$ cat src/rtl/fifo_modport.sv
// Single-clock synchronous FIFO with registered read data, count-derived flags and exported pointers.
// Define FIFO_MEM_DEBUG_EN to add the `fifo` output port that mirrors the storage array.
module fifo_modport #(
    parameter int ADDR_WIDTH = 5,
    parameter int DATA_WIDTH = 8,
    parameter int FIFO_SIZE  = 2 ** ADDR_WIDTH
) (
    input  logic                  clk,
    input  logic                  reset,
    input  logic                  Wr_enable,
    input  logic                  Read_enable,
    input  logic [DATA_WIDTH-1:0] data_in,
    output logic [DATA_WIDTH-1:0] data_out,
    output logic                  full,
    output logic                  empty,
    output logic [ADDR_WIDTH-1:0] write_ptr,
    output logic [ADDR_WIDTH-1:0] read_ptr
`ifdef FIFO_MEM_DEBUG_EN
    ,
    output logic [DATA_WIDTH-1:0] fifo [FIFO_SIZE-1:0]
`endif
);

    localparam logic [ADDR_WIDTH:0] FULL_COUNT = (ADDR_WIDTH + 1)'(FIFO_SIZE);

    logic [DATA_WIDTH-1:0] mem [FIFO_SIZE-1:0];
    logic [ADDR_WIDTH:0]   count;
    logic [ADDR_WIDTH:0]   count_next;
    logic                  we_ok;
    logic                  re_ok;

    // Flags decode the registered count only, so they never depend on the enables.
    assign full  = (count == FULL_COUNT);
    assign empty = (count == '0);
    assign we_ok = Wr_enable & ~full;
    assign re_ok = Read_enable & ~empty;

`ifdef FIFO_MEM_DEBUG_EN
    assign fifo = mem;
`endif

    always_comb begin
        // NOTE: assign a default first so every path drives count_next and no latch is inferred.
        count_next = count;
        case ({we_ok, re_ok})
            2'b10:   count_next = count + 1'b1;
            2'b01:   count_next = count - 1'b1;
            default: count_next = count;
        endcase
    end

    // NOTE: storage has no reset; its contents are don't-care until written, which keeps it a plain RAM.
    always_ff @(posedge clk) begin
        if (we_ok) begin
            mem[write_ptr] <= data_in;
        end
    end

    // NOTE: sequential state uses non-blocking assignments so every register samples pre-edge values.
    always_ff @(posedge clk or negedge reset) begin
        if (!reset) begin
            write_ptr <= '0;
            read_ptr  <= '0;
            count     <= '0;
            data_out  <= '0;
        end else begin
            count <= count_next;
            if (we_ok) begin
                write_ptr <= write_ptr + 1'b1;
            end
            if (re_ok) begin
                data_out <= mem[read_ptr];
                read_ptr <= read_ptr + 1'b1;
            end
        end
    end

endmodule

$ cat config.mk
export PLATFORM = sky130hd
export DESIGN_NAME = fifo_modport
export DESIGN_NICKNAME = d
export VERILOG_FILES = /design/src/rtl/fifo_modport.sv
export SDC_FILE = /design/constraint.sdc
export NUM_CORES = 1
export LEC_CHECK = 0
export CAP_MARGIN = 20
export CORE_MARGIN = 2
export CORE_UTILIZATION = 50
export DETAILED_ROUTE_END_ITERATION = 8
export GPL_ROUTABILITY_DRIVEN = 0
export PLACE_DENSITY_LB_ADDON = 0.15
export SLEW_MARGIN = 20
export SYNTH_ARGS = -nofsm -noshare
export SYNTH_HDL_FRONTEND = slang
export SYNTH_SLANG_ARGS = --single-unit
$ cat constraint.sdc
create_clock -name clk -period 3.8 [get_ports clk]
set_input_delay 0.38 -clock clk [delete_from_list [all_inputs] [get_ports clk]]
set_output_delay 0.38 -clock clk [all_outputs]
set_load 0.1 [all_outputs]
# Yosys cells after proc, flatten, opt, wreduce, memory -nomap -nowiden
# Memory sizes are Yosys's and may differ from the RTL's. A register that Yosys moved wholly into a read port is not among the register bits.
# Index checks and enable logic that the tools add are counted.
# word_totals
input_bits	12
memories	1
ram_bits	256
regBits	16
# memory_table
name	words	word_bits	rd	rd_clocked_by_memory_dff	wr	line_no	rtl
mem	32	8	1	1	1	26	logic [DATA_WIDTH-1:0] mem [FIFO_SIZE-1:0];
# classes
n_eq_ne	3
n_addsub	4
bitwise_logic	4
muxes	3
n_reduce_logical	3
# op_table
op	n
6-bit case mux with 2 select lines	1
5-bit by 1-bit adder with 5-bit output, second input constant	2
6-bit by 1-bit adder with 6-bit output, second input constant	1
6-bit equality test, second input constant	1
6-bit zero test	1
6-bit by 1-bit subtractor with 6-bit output, second input constant	1
1-bit bitwise AND	2
2-bit by 1-bit equality test with 1-bit output, second input constant	1
2-bit equality test, second input constant	1
1-bit 2-to-1 mux	2
1-bit NOT	2
2-bit nonzero test	1
1-bit zero test	1

# Logic depth before layout (Yosys ltp)
# Gate-level depths: netlist of the first run.
# depth
depth_word	5
depth_mapped	13
mapped_depth_nobuf	12

# Worst setup path before layout of the first run
# Ideal clock, no wire load.
# synth_path
kind	flip-flop to flip-flop
start	reg count[1]
end	reg count[5]
arrival_time_ps	3425
period_less_slack_ps	3504
t_required_ps	3721
path_stages_with_launch	13
setup_slack_ps	296
path_cell_list	dfrtp_1 -> nor3_2 -> and3b_1 -> nand2b_1 -> buf_2 -> clkinv_1 -> ha_1 -> ha_1 -> a21o_1 -> a21oi_1 -> or4_1 -> nand3_1 -> xor2_1
# synth_between
elab_chain_len	5
# synth_lines
item	line_no	rtl
start, declared	27	logic [ADDR_WIDTH:0] count;
start signal, assigned	67	count <= count_next;
6-bit zero test *	34	assign empty = (count == '0);
via empty	15	output logic empty,
1-bit NOT *	36	assign re_ok = Read_enable & ~empty;
1-bit bitwise AND *	36	
via re_ok	30	logic re_ok;
2-bit by 1-bit equality test with 1-bit output / 2-bit equality test (equally long branches)	45	case ({we_ok, re_ok})
6-bit case mux with 2 select lines / 2-bit nonzero test (equally long branches)	--	
# The timed path passes the listed nets; every way through them passes the cells marked *.
# A chain may end at the register's enable or synchronous reset.

# Final worst setup path of the first run
# layout_path
start	reg read_ptr[1]
end	out read_ptr[1]
# layout_rtl
item	line_no	rtl
start, declared	17	output logic [ADDR_WIDTH-1:0] read_ptr
start signal, assigned	73	read_ptr <= read_ptr + 1'b1;
# No word-level cell between the ends.

==> results of run 1 <==
## final cells by class
type	instances	area, um2	share of cell area, %
Multi-Input combinational cell	300	2670	21.0
Inverter	11	41.3	0.325
Tap cell	280	350	2.76
Timing Repair Buffer	46	408	3.21
Clock inverter	14	119	0.936
Sequential cell	280	8290	65.3
Clock buffer	39	813	6.41
## sequential cells by signal, indices dropped and copies added, names as in the netlist
name and count:
count 6, data_out 8, mem 256, read_ptr 5
write_ptr 5
## routing by layer
layer,track usage [%],up-vias,share of wire [%]
met2,33.8,186,49
met3,3.35,37,5.9
met1,29.9,2963,43
li1,-,2577,-
met4,5.16,2,1.9
met5,0,-,0.066
## how the worst max path moves through the flow
stage	start	endpoint	slack (ns)	depth (start not counted)
after floorplan	count[1]	count[5]	0.30	12
after global placement	Wr_enable	count[5]	0.85	11
after detailed placement	Wr_enable	count[5]	0.75	11
after CTS	read_ptr[1]	read_ptr[1]	0.67	1
after global routing	count[0]	count[5]	0.52	11
final	read_ptr[1]	read_ptr[1]	0.71	1
## Yosys cell counts, types with 4 or more instances
cell type	number	area, um2
xnor2_1	9	78.8
a22oi_1	14	105
a221oi_1	6	52.6
a211oi_1	6	45.0
a21oi_1	9	45.0
nand2_1	17	63.8
nor3_1	6	30.0
inv_1	10	37.5
a41oi_1	7	61.3
o21ai_1	7	35.0
o21ai_0	9	45.0
buf_6	4	45.0
mux2i_1	49	490
o22ai_1	15	93.8
ha_1	10	125
dfrtp_1	24	601
clkbuf_1	9	33.8
a22o_1	7	61.3
mux4_2	36	811
nor2_1	52	195
buf_2	10	50.1
nand3_1	5	25.0
edfxtp_1	256	7690
## through the flow
stage / power (mW) / utilization, % / setup WS, ns / cell area, um2
floorplan: 6.53 / - / 0.296 / 11200
global placement: 7.44 / 53.8 / 0.846 / 11800
detailed placement: 7.49 / 53.8 / 0.750 / 11800
CTS: 10.2 / 58.1 / 0.667 / 12700
global route: 10.6 / 58.0 / 0.523 / 12700
finish: 10.2 / 58.0 / 0.709 / 12700
## placed cells by master (no fill, tap or decap), drive strengths merged, types with 8 or more instances in the layout
cell and n:
clkdlybuf4s50 24, inv 10, o21ai 16, dfrtp 24
nor3 8, buf 22, clkinv 12, ha 10
nor2 52, edfxtp 256, mux4 36, o22ai 15
mux2i 49, a22oi 14, xnor2 9, nand2 17
a21oi 9, clkbuf 39
## cell families after synthesis
kind of cell / count (synthesis)
compound gates: 86
fa+ha+maj: 11
buf+inv: 42
xor+xnor: 12
flops: 280
mux: 85
simple gates: 106
## power by group through the flow
stage | Clock [mW] | Sequential [mW] | Combinational (mW)
after floorplan | 0 | 4.55 | 1.97
after CTS | 2.77 | 4.09 | 3.36
final | 2.74 | 4.09 | 3.35
after detailed placement | 0 | 4.15 | 3.34
after global routing | 2.91 | 4.14 | 3.54
after global placement | 0 | 4.14 | 3.30
==> results.ini, run 1 <==
[worst_setup_path]
arrival_ns=2.71
cpLargestDelayFamily=buffers and inverters
cp_max_fo=30
critPathLaunchType=register
r2r_end=count[5]
cp.required_ns=3.42
r2r_slack_ns=0.77
r2r-start=count[0]
cp_num_buf_inv=1
crit_type=reg -> out
max_stage_delay_ns=1.27
ff2ff_path_depth=11
cp_slowest_cell=clkdlybuf4s50_1
worstPathCellList=clkdlybuf4s50_1
endpoint_kind=output pin

[cts]
post_cts_buffers=0
clockBufferDepth=3
clk_pin_slew_ns=0.06
holdBufCountCts=0
cts_tree=built
clock-sinks=280
clock_latency_ns=0.53
root_buffer=clkbuf_16
cts-htree-levels=1
cts_buffers=29
cts-resized-gates=0

[placed_design]
dp_cells=917
dpl.hpwl_um=15500
portBuffers=31

[status]
status=completed

[timing]
relSlewSlack_pct=32.7
rsz0062_at_grt=false
period_needed_ns=3.09
period_share_pct=81.3
timing.final.max_slew_violations=0
final-hold-violation-count=0
setup_violations=0
fmax_ghz=0.324
setup_tns_ns=0
fin_skew_ns=0.00870
tightest_slew_ns=1.01
fin_hold_ws_ns=0.212

[grt]
grt_pass1_vias=5901
grt_max_degree=33
antenna_found_initial=1
grt-ovfl-total=0
track_usage_pct=20.8
grt_pass1_wl_um=36700

[power]
p_per_area_nw_per_um2=801
seqPwrFrac_pct=40.2
p_comb_share_pct=32.9
power.clock.fraction_pct=26.9
leakage_nw=4.25
p_int_mw=6.48
irDropWorstVdd_v=0.000917
p_switching_mw=3.69
swShare_pct=36.3

[yosys]
synth_compound_area_share_pct=5.43
synth_edf_count=256
syn-instance-count=622
synth_cell_types=52
yosys_warnings=0
yosys.area_share.simple_pct=4.55
synth-xor-area-share_pct=0.939
synth.net_count=645
syn_avg_cell_area_um2=18.0
synthMuxAreaShare_pct=11.6
synth_top_family_by_area=multiplexers
ys.flop_type=edfxtp_1
seq_area_frac_synth_pct=74.0
postSynth.asyncResetShare_pct=8.57
synth-seq-cells=280
synth_area_um2=11200
synthAdderAreaFrac_pct=1.30

[worst_hold_path]
hp-class=in -> async

[cells_and_area]
fillers=1633
drive_above_1_share_pct=16.5
antenna_cells=0
area.growth.synth_to_final_pct=13.4
fin_cells=970
fin_nets=691

[die]
coreArea_um2=21900
die_x_um=154
initial_utilization_pct=51.1
die_h_um=154
pin_count=32
die-area_um2=23600
rows=54

[drt]
wl_um=24100
drt_iter0_drc=530
drcViolationCount=0
viasPerCell=5.94
ant_nets=0
wl_per_cell_um=24.9
first_pass_iters=5
num_vias=5765

[run]
cap_violations=0

No activity file was read; power rests on OpenSTA's default activity.
==> run 2, diff against run 1 <==
- clock period: 3.8 -> 2.81 ns (I/O delays scaled with it)
==> results.ini, run 2 (same netlist as run 1, synthesis figures left out) <==
[drt]
first_pass_iters=5  ; unchanged
drcViolationCount=0  ; unchanged
viasPerCell=5.89  ; -0.85%
num_vias=5940  ; +3.0%
ant_nets=0  ; unchanged
wl_per_cell_um=23.8  ; -4.1%
wl_um=24000  ; -0.37%
drt_iter0_drc=707  ; +33%

[placed_design]
portBuffers=31  ; unchanged
dpl.hpwl_um=15200  ; -1.6%

[cells_and_area]
reg_top3=mem x256, data_out x8, count x6
antenna_cells=0  ; unchanged
area.growth.synth_to_final_pct=15.6
drive_above_1_share_pct=23.2  ; +6.7 points
multi_input_area_um2=2710  ; +1.5%
regMostFlops=mem
seqCellArea_um2=8290  ; unchanged
largest_reg_flops=256  ; unchanged
final_core_util_pct=59.1  ; +1.1 points
fin_nets=732  ; +5.9%
final_cell_mix=edfxtp_1 (256), buf_4 (77), nor2_1 (52)
final_common_cell=edfxtp_1
fillers=1667  ; +2.1%

[worst_setup_path]
critPathLaunchType=register
cp_max_fo=8  ; -73%
cp_num_buf_inv=1  ; unchanged
arrival_ns=3.08  ; +0.37 ns
max_stage_delay_ns=0.48  ; -0.79 ns
worstPathCellList=nor3_2 -> and3b_4 -> nand2b_4 -> clkinv_4 -> ha_4 -> ha_1 -> a21oi_2 -> or4_1 -> nand3_1 -> xor2_1
cp_slowest_cell=or4_1
endpoint_kind=register
crit_type=reg -> reg
cp.required_ns=3.27  ; -0.15 ns
cpLargestDelayFamily=simple AND/OR/NAND/NOR gates

[cts]
root_buffer=clkbuf_16
clock-sinks=280  ; unchanged
cts-resized-gates=0  ; unchanged
cts-htree-levels=1  ; unchanged
clk_pin_slew_ns=0.06  ; about the same
clock_latency_ns=0.54  ; about the same
cts_buffers=27  ; -6.9%
post_cts_buffers=0  ; unchanged
clockBufferDepth=3  ; unchanged
holdBufCountCts=0  ; unchanged
cts_tree=built

[grt]
antenna_found_initial=0  ; -1
grt-ovfl-total=0  ; unchanged
grt_pass1_wl_um=36200  ; -1.5%
grt_pass1_vias=5919  ; +0.31%
grt_max_degree=33  ; unchanged
track_usage_pct=20.4  ; -0.36 points

[power]
leakage_nw=4.43  ; +4.3%
p_per_area_nw_per_um2=1050  ; +31%
irDropWorstVdd_v=0.000883  ; -3.8%
finalPower_mw=13.5  ; +33%

[die]
coreArea_um2=21900  ; unchanged
die_h_um=154  ; unchanged
pin_count=32  ; unchanged
initial_utilization_pct=51.1  ; unchanged
rows=54  ; unchanged
die_x_um=154  ; unchanged
die-area_um2=23600  ; unchanged

[timing]
setup_violations=0  ; unchanged
fin_skew_ns=0.00796  ; -0.000741 ns
period_needed_ns=2.62
period_share_pct=93.1
fmax_ghz=0.382
rsz0062_at_grt=false
setup_tns_ns=0  ; unchanged
tightest_slew_ns=0.759  ; -0.248 ns
timing.final.max_slew_violations=0  ; unchanged
relSlewSlack_pct=49.4  ; +17 points
final-hold-violation-count=0  ; unchanged
fin_hold_ws_ns=0.116  ; -0.0964 ns

[run]
cap_violations=0  ; unchanged

[worst_hold_path]
hp-class=in -> async

[status]
status=completed

[run 2: cell type report]
type | instances | share of cell area [%]
sequential | 280 | 64.1
multi-input combinational | 300 | 20.9
tap | 280 | 2.71
clock inverter | 17 | 1.09
timing repair buffer | 89 | 5.47
clock buffer | 31 | 5.34
inverter | 11 | 0.358
[run 2: through the flow]
| stage | instance area [um2] | setup WS (ns) | instances |
|---|---|---|---|
| finish | 12900 | 0.193 | 1008 |
| global route | 12900 | 0.0713 | 1008 |
| CTS | 12900 | 0.206 | 1008 |
| detailed placement | 12100 | 0.199 | 960 |
| global placement | 12100 | 0.296 | 960 |
| floorplan | 11200 | 0.00609 | 622 |
[run 2: worst reg2reg max path: cells and delay by family (launching register included)]
kind | cells | cell delay (ns)
fa+ha+maj | 2 | 0.57
flops | 1 | 0.43
buf+inv | 1 | 0.09
compound gates | 1 | 0.10
xor+xnor | 1 | 0.13
simple gates | 5 | 1.23
[run 2: worst paths after layout]
path	slack [ns]	cells past startpoint	endpoint	startpoint
min in group clk	0.52	1	data_out[2]	data_out[2]
setup reg to reg	0.19	10	count[5]	count[0]
max in group asynchronous	2.39	2	read_ptr[0]	reset
setup / recovery	0.19	10	count[5]	count[0]
hold reg to reg	0.52	1	data_out[2]	data_out[2]
hold / removal	0.12	2	write_ptr[0]	reset
[run 2: per-layer routing]
layer	routed length (um)	track usage, %	vias to the layer above	part of all wire [%]
met5	0	0	-	0
met4	627	6.12	0	2.6
met3	1630	3.49	38	6.8
met2	11300	31.7	226	47
met1	10500	30.1	3025	44
li1	-	-	2651	-
[run 2: power breakdown]
group / internal [mW] / switching [mW]
combinational: 1.68 / 2.98
clock: 1.94 / 1.48
sequential: 4.95 / 0.504
